--- src/rtl/bcd_pkg.sv ---
// bcd_pkg: shared state encoding and BCD constants for the serial adder
package bcd_pkg;
    typedef enum logic [1:0] {IDLE, RUN, DONE} state_t;
    localparam int DIGIT_W = 4;
    localparam logic [3:0] BCD_MAX = 4'd9;
endpackage

--- src/rtl/bcd_serial_adder_if.sv ---
// bcd_serial_adder_if: operand/result handshake bus for bcd_serial_adder
// ports: in_valid/in_ready + a, b, ci, sub (operands); out_valid/out_ready + s, co, err (result)
// err exists only when BCD_INVALID_DETECT_EN is defined
interface bcd_serial_adder_if #(parameter int DIGITS = 4);
    logic                in_valid;
    logic                in_ready;
    logic [4*DIGITS-1:0] a;
    logic [4*DIGITS-1:0] b;
    logic                ci;
    logic                sub;
    logic                out_valid;
    logic                out_ready;
    logic [4*DIGITS-1:0] s;
    logic                co;
`ifdef BCD_INVALID_DETECT_EN
    logic                err;
`endif
    modport master (
        output in_valid, a, b, ci, sub, out_ready,
        input  in_ready, out_valid, s, co
`ifdef BCD_INVALID_DETECT_EN
        , err
`endif
    );
    modport slave (
        input  in_valid, a, b, ci, sub, out_ready,
        output in_ready, out_valid, s, co
`ifdef BCD_INVALID_DETECT_EN
        , err
`endif
    );
endinterface

--- src/rtl/bcd_digit_adder.sv ---
// bcd_digit_adder: one BCD digit of A + B (or A + nines(B)) + cin with decimal correction
// ports: a_d, b_d digits, cin carry-in, sub selects nines complement of b_d; s_d digit, cout carry-out
module bcd_digit_adder
    import bcd_pkg::*;
(
    input  logic [3:0] a_d,
    input  logic [3:0] b_d,
    input  logic       cin,
    input  logic       sub,
    output logic [3:0] s_d,
    output logic       cout
);
    logic [3:0] bc;
    logic [4:0] t;
    always_comb begin
        bc   = sub ? BCD_MAX - b_d : b_d;
        t    = {1'b0, a_d} + {1'b0, bc} + {4'b0, cin};
        cout = t > 5'd9;
        s_d  = cout ? t[3:0] + 4'd6 : t[3:0];
    end
endmodule

--- src/rtl/bcd_serial_adder.sv ---
// bcd_serial_adder: multi-digit BCD adder/subtractor, one digit per clock, LSD first
// ports: clk, rst (async active-high), bus (bcd_serial_adder_if.slave)
// define BCD_INVALID_DETECT_EN to flag operand digits above 9 on bus.err
module bcd_serial_adder
    import bcd_pkg::*;
#(
    parameter int DIGITS = 4
) (
    input  logic                  clk,
    input  logic                  rst,
    bcd_serial_adder_if.slave     bus
);
    localparam int W  = DIGIT_W * DIGITS;
    localparam int KW = DIGITS > 1 ? $clog2(DIGITS) : 1;
    state_t        state_q, state_d;
    logic [KW-1:0] k_q, k_d;
    logic [W-1:0]  a_q, a_d, b_q, b_d, s_q, s_d;
    logic          sub_q, sub_d, carry_q, carry_d, co_q, co_d;
    logic [3:0]    dig_s;
    logic          dig_c;
`ifdef BCD_INVALID_DETECT_EN
    logic          err_q, err_d;
`endif
    // operands shift right each digit so the adder always sees bit [3:0]; results shift in from the top
    bcd_digit_adder u_digit (
        .a_d  (a_q[3:0]),
        .b_d  (b_q[3:0]),
        .cin  (carry_q),
        .sub  (sub_q),
        .s_d  (dig_s),
        .cout (dig_c)
    );
    always_comb begin
        state_d = state_q;
        k_d     = k_q;
        a_d     = a_q;
        b_d     = b_q;
        s_d     = s_q;
        sub_d   = sub_q;
        carry_d = carry_q;
        co_d    = co_q;
`ifdef BCD_INVALID_DETECT_EN
        err_d   = err_q;
`endif
        case (state_q)
            IDLE: if (bus.in_valid) begin
                state_d = RUN;
                k_d     = '0;
                a_d     = bus.a;
                b_d     = bus.b;
                s_d     = '0;
                sub_d   = bus.sub;
                carry_d = bus.ci;
                co_d    = 1'b0;
`ifdef BCD_INVALID_DETECT_EN
                err_d   = 1'b0;
`endif
            end
            RUN: begin
                a_d     = a_q >> DIGIT_W;
                b_d     = b_q >> DIGIT_W;
                s_d     = W'({dig_s, s_q} >> DIGIT_W);
                carry_d = dig_c;
                k_d     = k_q + KW'(1);
`ifdef BCD_INVALID_DETECT_EN
                err_d   = err_q | (a_q[3:0] > BCD_MAX) | (b_q[3:0] > BCD_MAX);
`endif
                if (k_q == KW'(DIGITS - 1)) begin
                    state_d = DONE;
                    co_d    = dig_c;
                end
            end
            DONE: if (bus.out_ready) state_d = IDLE;
            default: state_d = IDLE;
        endcase
    end
    always_ff @(posedge clk or posedge rst) begin
        if (rst) begin
            state_q <= IDLE;
            k_q     <= '0;
            a_q     <= '0;
            b_q     <= '0;
            s_q     <= '0;
            sub_q   <= 1'b0;
            carry_q <= 1'b0;
            co_q    <= 1'b0;
`ifdef BCD_INVALID_DETECT_EN
            err_q   <= 1'b0;
`endif
        end else begin
            state_q <= state_d;
            k_q     <= k_d;
            a_q     <= a_d;
            b_q     <= b_d;
            s_q     <= s_d;
            sub_q   <= sub_d;
            carry_q <= carry_d;
            co_q    <= co_d;
`ifdef BCD_INVALID_DETECT_EN
            err_q   <= err_d;
`endif
        end
    end
    assign bus.in_ready  = state_q == IDLE;
    assign bus.out_valid = state_q == DONE;
    assign bus.s         = s_q;
    assign bus.co        = co_q;
`ifdef BCD_INVALID_DETECT_EN
    assign bus.err       = err_q;
`endif
endmodule

--- src/flat_wrapper.sv ---
// flat-port wrapper written by rule: the top's interface ports become plain ports
module bcd_serial_adder_flat import bcd_pkg::*;
#(
    parameter int DIGITS = 4
)
  (clk, rst, bus_in_valid, bus_a, bus_b, bus_ci, bus_sub, bus_out_ready, bus_in_ready, bus_out_valid, bus_s, bus_co);
  bcd_serial_adder_if #(.DIGITS(DIGITS)) bus_i ();
  input  logic clk;
  input  logic rst;
  input wire logic [$bits(bus_i.in_valid)-1:0] bus_in_valid;
  input wire logic [$bits(bus_i.a)-1:0] bus_a;
  input wire logic [$bits(bus_i.b)-1:0] bus_b;
  input wire logic [$bits(bus_i.ci)-1:0] bus_ci;
  input wire logic [$bits(bus_i.sub)-1:0] bus_sub;
  input wire logic [$bits(bus_i.out_ready)-1:0] bus_out_ready;
  output wire logic [$bits(bus_i.in_ready)-1:0] bus_in_ready;
  output wire logic [$bits(bus_i.out_valid)-1:0] bus_out_valid;
  output wire logic [$bits(bus_i.s)-1:0] bus_s;
  output wire logic [$bits(bus_i.co)-1:0] bus_co;
  assign bus_i.in_valid = bus_in_valid;
  assign bus_i.a = bus_a;
  assign bus_i.b = bus_b;
  assign bus_i.ci = bus_ci;
  assign bus_i.sub = bus_sub;
  assign bus_i.out_ready = bus_out_ready;
  assign bus_in_ready = bus_i.in_ready;
  assign bus_out_valid = bus_i.out_valid;
  assign bus_s = bus_i.s;
  assign bus_co = bus_i.co;
  bcd_serial_adder #(.DIGITS(DIGITS)) u_core (.clk(clk), .rst(rst), .bus(bus_i));
endmodule
--- config.mk ---
export PLATFORM = sky130hd
export DESIGN_NAME = bcd_serial_adder_flat
export DESIGN_NICKNAME = d
export VERILOG_FILES = /design/src/rtl/bcd_pkg.sv /design/src/rtl/bcd_serial_adder_if.sv /design/src/rtl/bcd_digit_adder.sv /design/src/rtl/bcd_serial_adder.sv /design/src/flat_wrapper.sv
export SDC_FILE = /design/constraint.sdc
export NUM_CORES = 1
export LEC_CHECK = 0
export CAP_MARGIN = 25
export CORE_MARGIN = 1
export CORE_UTILIZATION = 30
export CTS_CLUSTER_SIZE = 8
export DETAILED_ROUTE_END_ITERATION = 12
export GPL_ROUTABILITY_DRIVEN = 1
export PLACE_DENSITY_LB_ADDON = 0.08
export SLEW_MARGIN = 10
export SYNTH_ARGS = -nofsm -noshare
export SYNTH_HDL_FRONTEND = slang
export SYNTH_SLANG_ARGS = --single-unit
export TNS_END_PERCENT = 30
--- constraint.sdc ---
create_clock -name clk -period 6.65 [get_ports clk]
set_clock_uncertainty 0.2 [all_clocks]
set_input_delay 1.995 -clock clk [delete_from_list [all_inputs] [get_ports clk]]
set_output_delay 1.995 -clock clk [all_outputs]
set_load 0.01 [all_outputs]
==> flow_metrics.tcl <==
set metrics [dict create \
    clock.fmax_mhz 258 \
    grt_pass1_vias 1907 \
    grt_overflow 0 \
    cts_made_buffers 5 \
    finalSetupViolCount 0 \
    clockBufferDepth 2 \
    yosys.area_share.xor_xnor_pct 1.02 \
    cts-root-buf "clkbuf_8" \
    drt_first_pass_iters 4 \
    avgRoutedWirePerCell_um 13.7 \
    fin_nets 333 \
    grt_max_degree 56 \
    port_buffers 56 \
    cpPeakStageDelay_ps 730 \
    ys_seq_area_share_pct 53.2 \
    rows 33 \
    cp.required_ps 6620 \
    yosysWarnings 0 \
    rsz0062_at_grt "no" \
    n_antenna_cell 0 \
    status "finished clean" \
    critPathCaptureType "register" \
    drtIter0Drc 79 \
    wl_um 5390 \
    hold-worst-slack_ps 291 \
    yosys_register_bits 55 \
    final_area_mm2 0.00334 \
    tns_ps 0 \
    cts_resized 0 \
    syn_inst 237 \
    num_io_pins 57 \
    hold_violations 0 \
    clk_pin_slew_ps 100 \
    fin_crit_sh_pct 58.3 \
    rrSetupSlack_ps 3720 \
    antenna_left 0 \
    postCtsHoldBufs 0 \
    die_area_mm2 0.00900 \
    power_density_mw_per_mm2 550 \
    finalPower_mw 1.84 \
    synth_async_sr_flop_share_pct 100 \
    ys.flop_type "dfrtp_1" \
    vias_per_cell 4.79 \
    synthSimpleGateAreaFrac_pct 8.80 \
    worst_pin_slew_ps 1020 \
    synth.area.mux_share_pct 9.28 \
    synth_compound_area_share_pct 19.5 \
    die_y_um 94.9 \
    holdCritPathClass "reg2reg" \
    register_area_mm2 0.00138 \
    clock_latency_ps 300 \
    clock_sinks 55 \
    finish.utilization_pct 40.2 \
    cts_max_level 2 \
    grtUsageTotal_pct 13.2 \
    synth_area_per_cell_um2 10.9 \
    power.leakage_nw 1.51 \
    syn_area_mm2 0.00259 \
    grt_pass1_wl_um 9160 \
    max-vdd-ir-drop_v 0.000146 \
    crit_fanout 39 \
    routed-via-count 1882 \
    drc 0 \
    synth-edff-count 0 \
    synthDistinctLibCells 36 \
    slew_viol_final 0 \
    synthAdderAreaFrac_pct 4.45 \
    core_mm2 0.00830 \
    worstPathArrival_ps 3850 \
    dpl_cell_area_mm2 0.00325 \
    critPathLaunchType "primary input" \
    hpwl_um 3700 \
    path_cells "clkdlybuf4s50_1, o21bai_4, buf_4, o21ai_0" \
    antenna_found_initial 0 \
    cts_tree "built" \
    crit_type "in2reg" \
    relSlewSlack_pct 32.1 \
    post_cts_buffers 0 \
    synth_nets 283 \
    crit_slowest_cell "o21bai_4" \
    multi_input_area_mm2 0.00113 \
    die_w_um 94.9 \
    fillers 856 \
    period_needed_ps 3880 \
    drive_above_1_share_pct 5.56 \
    start_util_pct 31.2 \
    drv_cap 0 \
    finalWeightedCongestion 0.758 \
    synth_top_family_by_area "compound AO/OA/AOI/OAI gates" \
    area_growth_pct 29.0 \
]
==> cell usage in the layout, fill, tap and decap left out, types with 5 or more instances in the layout <==
| cell | instances |
|---|---|
| nand2_1 | 35 |
| mux2i_1 | 24 |
| a22o_1 | 23 |
| clkbuf_8 | 5 |
| o21ai_0 | 14 |
| ha_1 | 6 |
| o21ai_1 | 16 |
| inv_1 | 7 |
| clkdlybuf4s50_1 | 56 |
| dfrtp_1 | 55 |
==> layer usage <==
metal | vias up | track usage, % | part of all wire [%]
met5 | - | 0 | 0
met4 | 0 | 3.03 | 0.56
met3 | 2 | 2.90 | 3.9
met2 | 47 | 21.4 | 46
met1 | 886 | 17.8 | 50
li1 | 947 | - | -
==> synth_stat cells, types with 2 or more instances <==
| library cell | instances | area (um2) |
|---|---|---|
| a21oi_1 | 2 | 10.0 |
| a2111o_1 | 2 | 22.5 |
| nand2_1 | 35 | 131 |
| inv_1 | 8 | 30.0 |
| xnor2_1 | 3 | 26.3 |
| dfrtp_1 | 55 | 1380 |
| nand3_1 | 3 | 15.0 |
| nor2_1 | 4 | 15.0 |
| ha_1 | 6 | 75.1 |
| mux2i_1 | 24 | 240 |
| nor2b_1 | 2 | 12.5 |
| o21ai_1 | 16 | 80.1 |
| buf_2 | 6 | 30.0 |
| or3_1 | 2 | 12.5 |
| a22oi_1 | 3 | 22.5 |
| clkbuf_1 | 8 | 30.0 |
| a21o_2 | 2 | 17.5 |
| o21ai_0 | 14 | 70.1 |
| buf_1 | 2 | 7.51 |
| fa_1 | 2 | 40.0 |
| a22o_1 | 23 | 201 |
==> final cells by class <==
| type | count | area share, % |
|---|---|---|
| repair buffers | 59 | 17.5 |
| well taps | 105 | 3.94 |
| flip-flops and latches | 55 | 41.2 |
| inverters | 8 | 0.900 |
| multi-input cells | 158 | 33.9 |
| clock inverters | 2 | 0.375 |
| clock buffers | 6 | 2.17 |
==> sequential cells by signal, indices dropped and copies added (netlist names) <==
name	count
u_core.carry_q	1
u_core.b_q	16
u_core.bus.s	16
u_core.state_q	2
u_core.k_q	2
u_core.a_q	16
u_core.sub_q	1
u_core.bus.co	1
==> cells by family after synthesis <==
group	after synthesis
compound gates	71
flops	55
simple gates	52
buf+inv	24
mux	24
fa+ha+maj	8
xor+xnor	3
==> worst paths after layout <==
check	from	cells past startpoint	end
setup reg to reg	u_core.sub_q	9	u_core.bus.s[14]
hold / removal	u_core.b_q[6]	2	u_core.b_q[6]
hold reg to reg	u_core.b_q[6]	2	u_core.b_q[6]
setup / recovery	bus_in_valid	4	u_core.a_q[11]
min in group asynchronous	rst	3	u_core.b_q[12]
max in group asynchronous	rst	3	u_core.bus.s[9]
==> through the flow <==
step | std cells | worst slack [ps]
floorplan | 237 | 3110
global placement | 385 | 2480
detailed placement | 385 | 2440
CTS | 393 | 2760
global route | 393 | 2640
finish | 393 | 2770
==> where the power goes <==
group | switching [mW] | leakage, nW | internal, mW
combinational | 0.576 | 0.762 | 0.496
clock | 0.106 | 0.0412 | 0.0740
sequential | 0.0973 | 0.705 | 0.487
total | 0.779 | 1.51 | 1.06
==> worst max-delay path, delay by kind of cell <==
kind | cells | cell delay (ps)
buffers and inverters | 2 | 940
AO/OA/AOI/OAI | 2 | 890
Power figures use the tool's default switching activity.
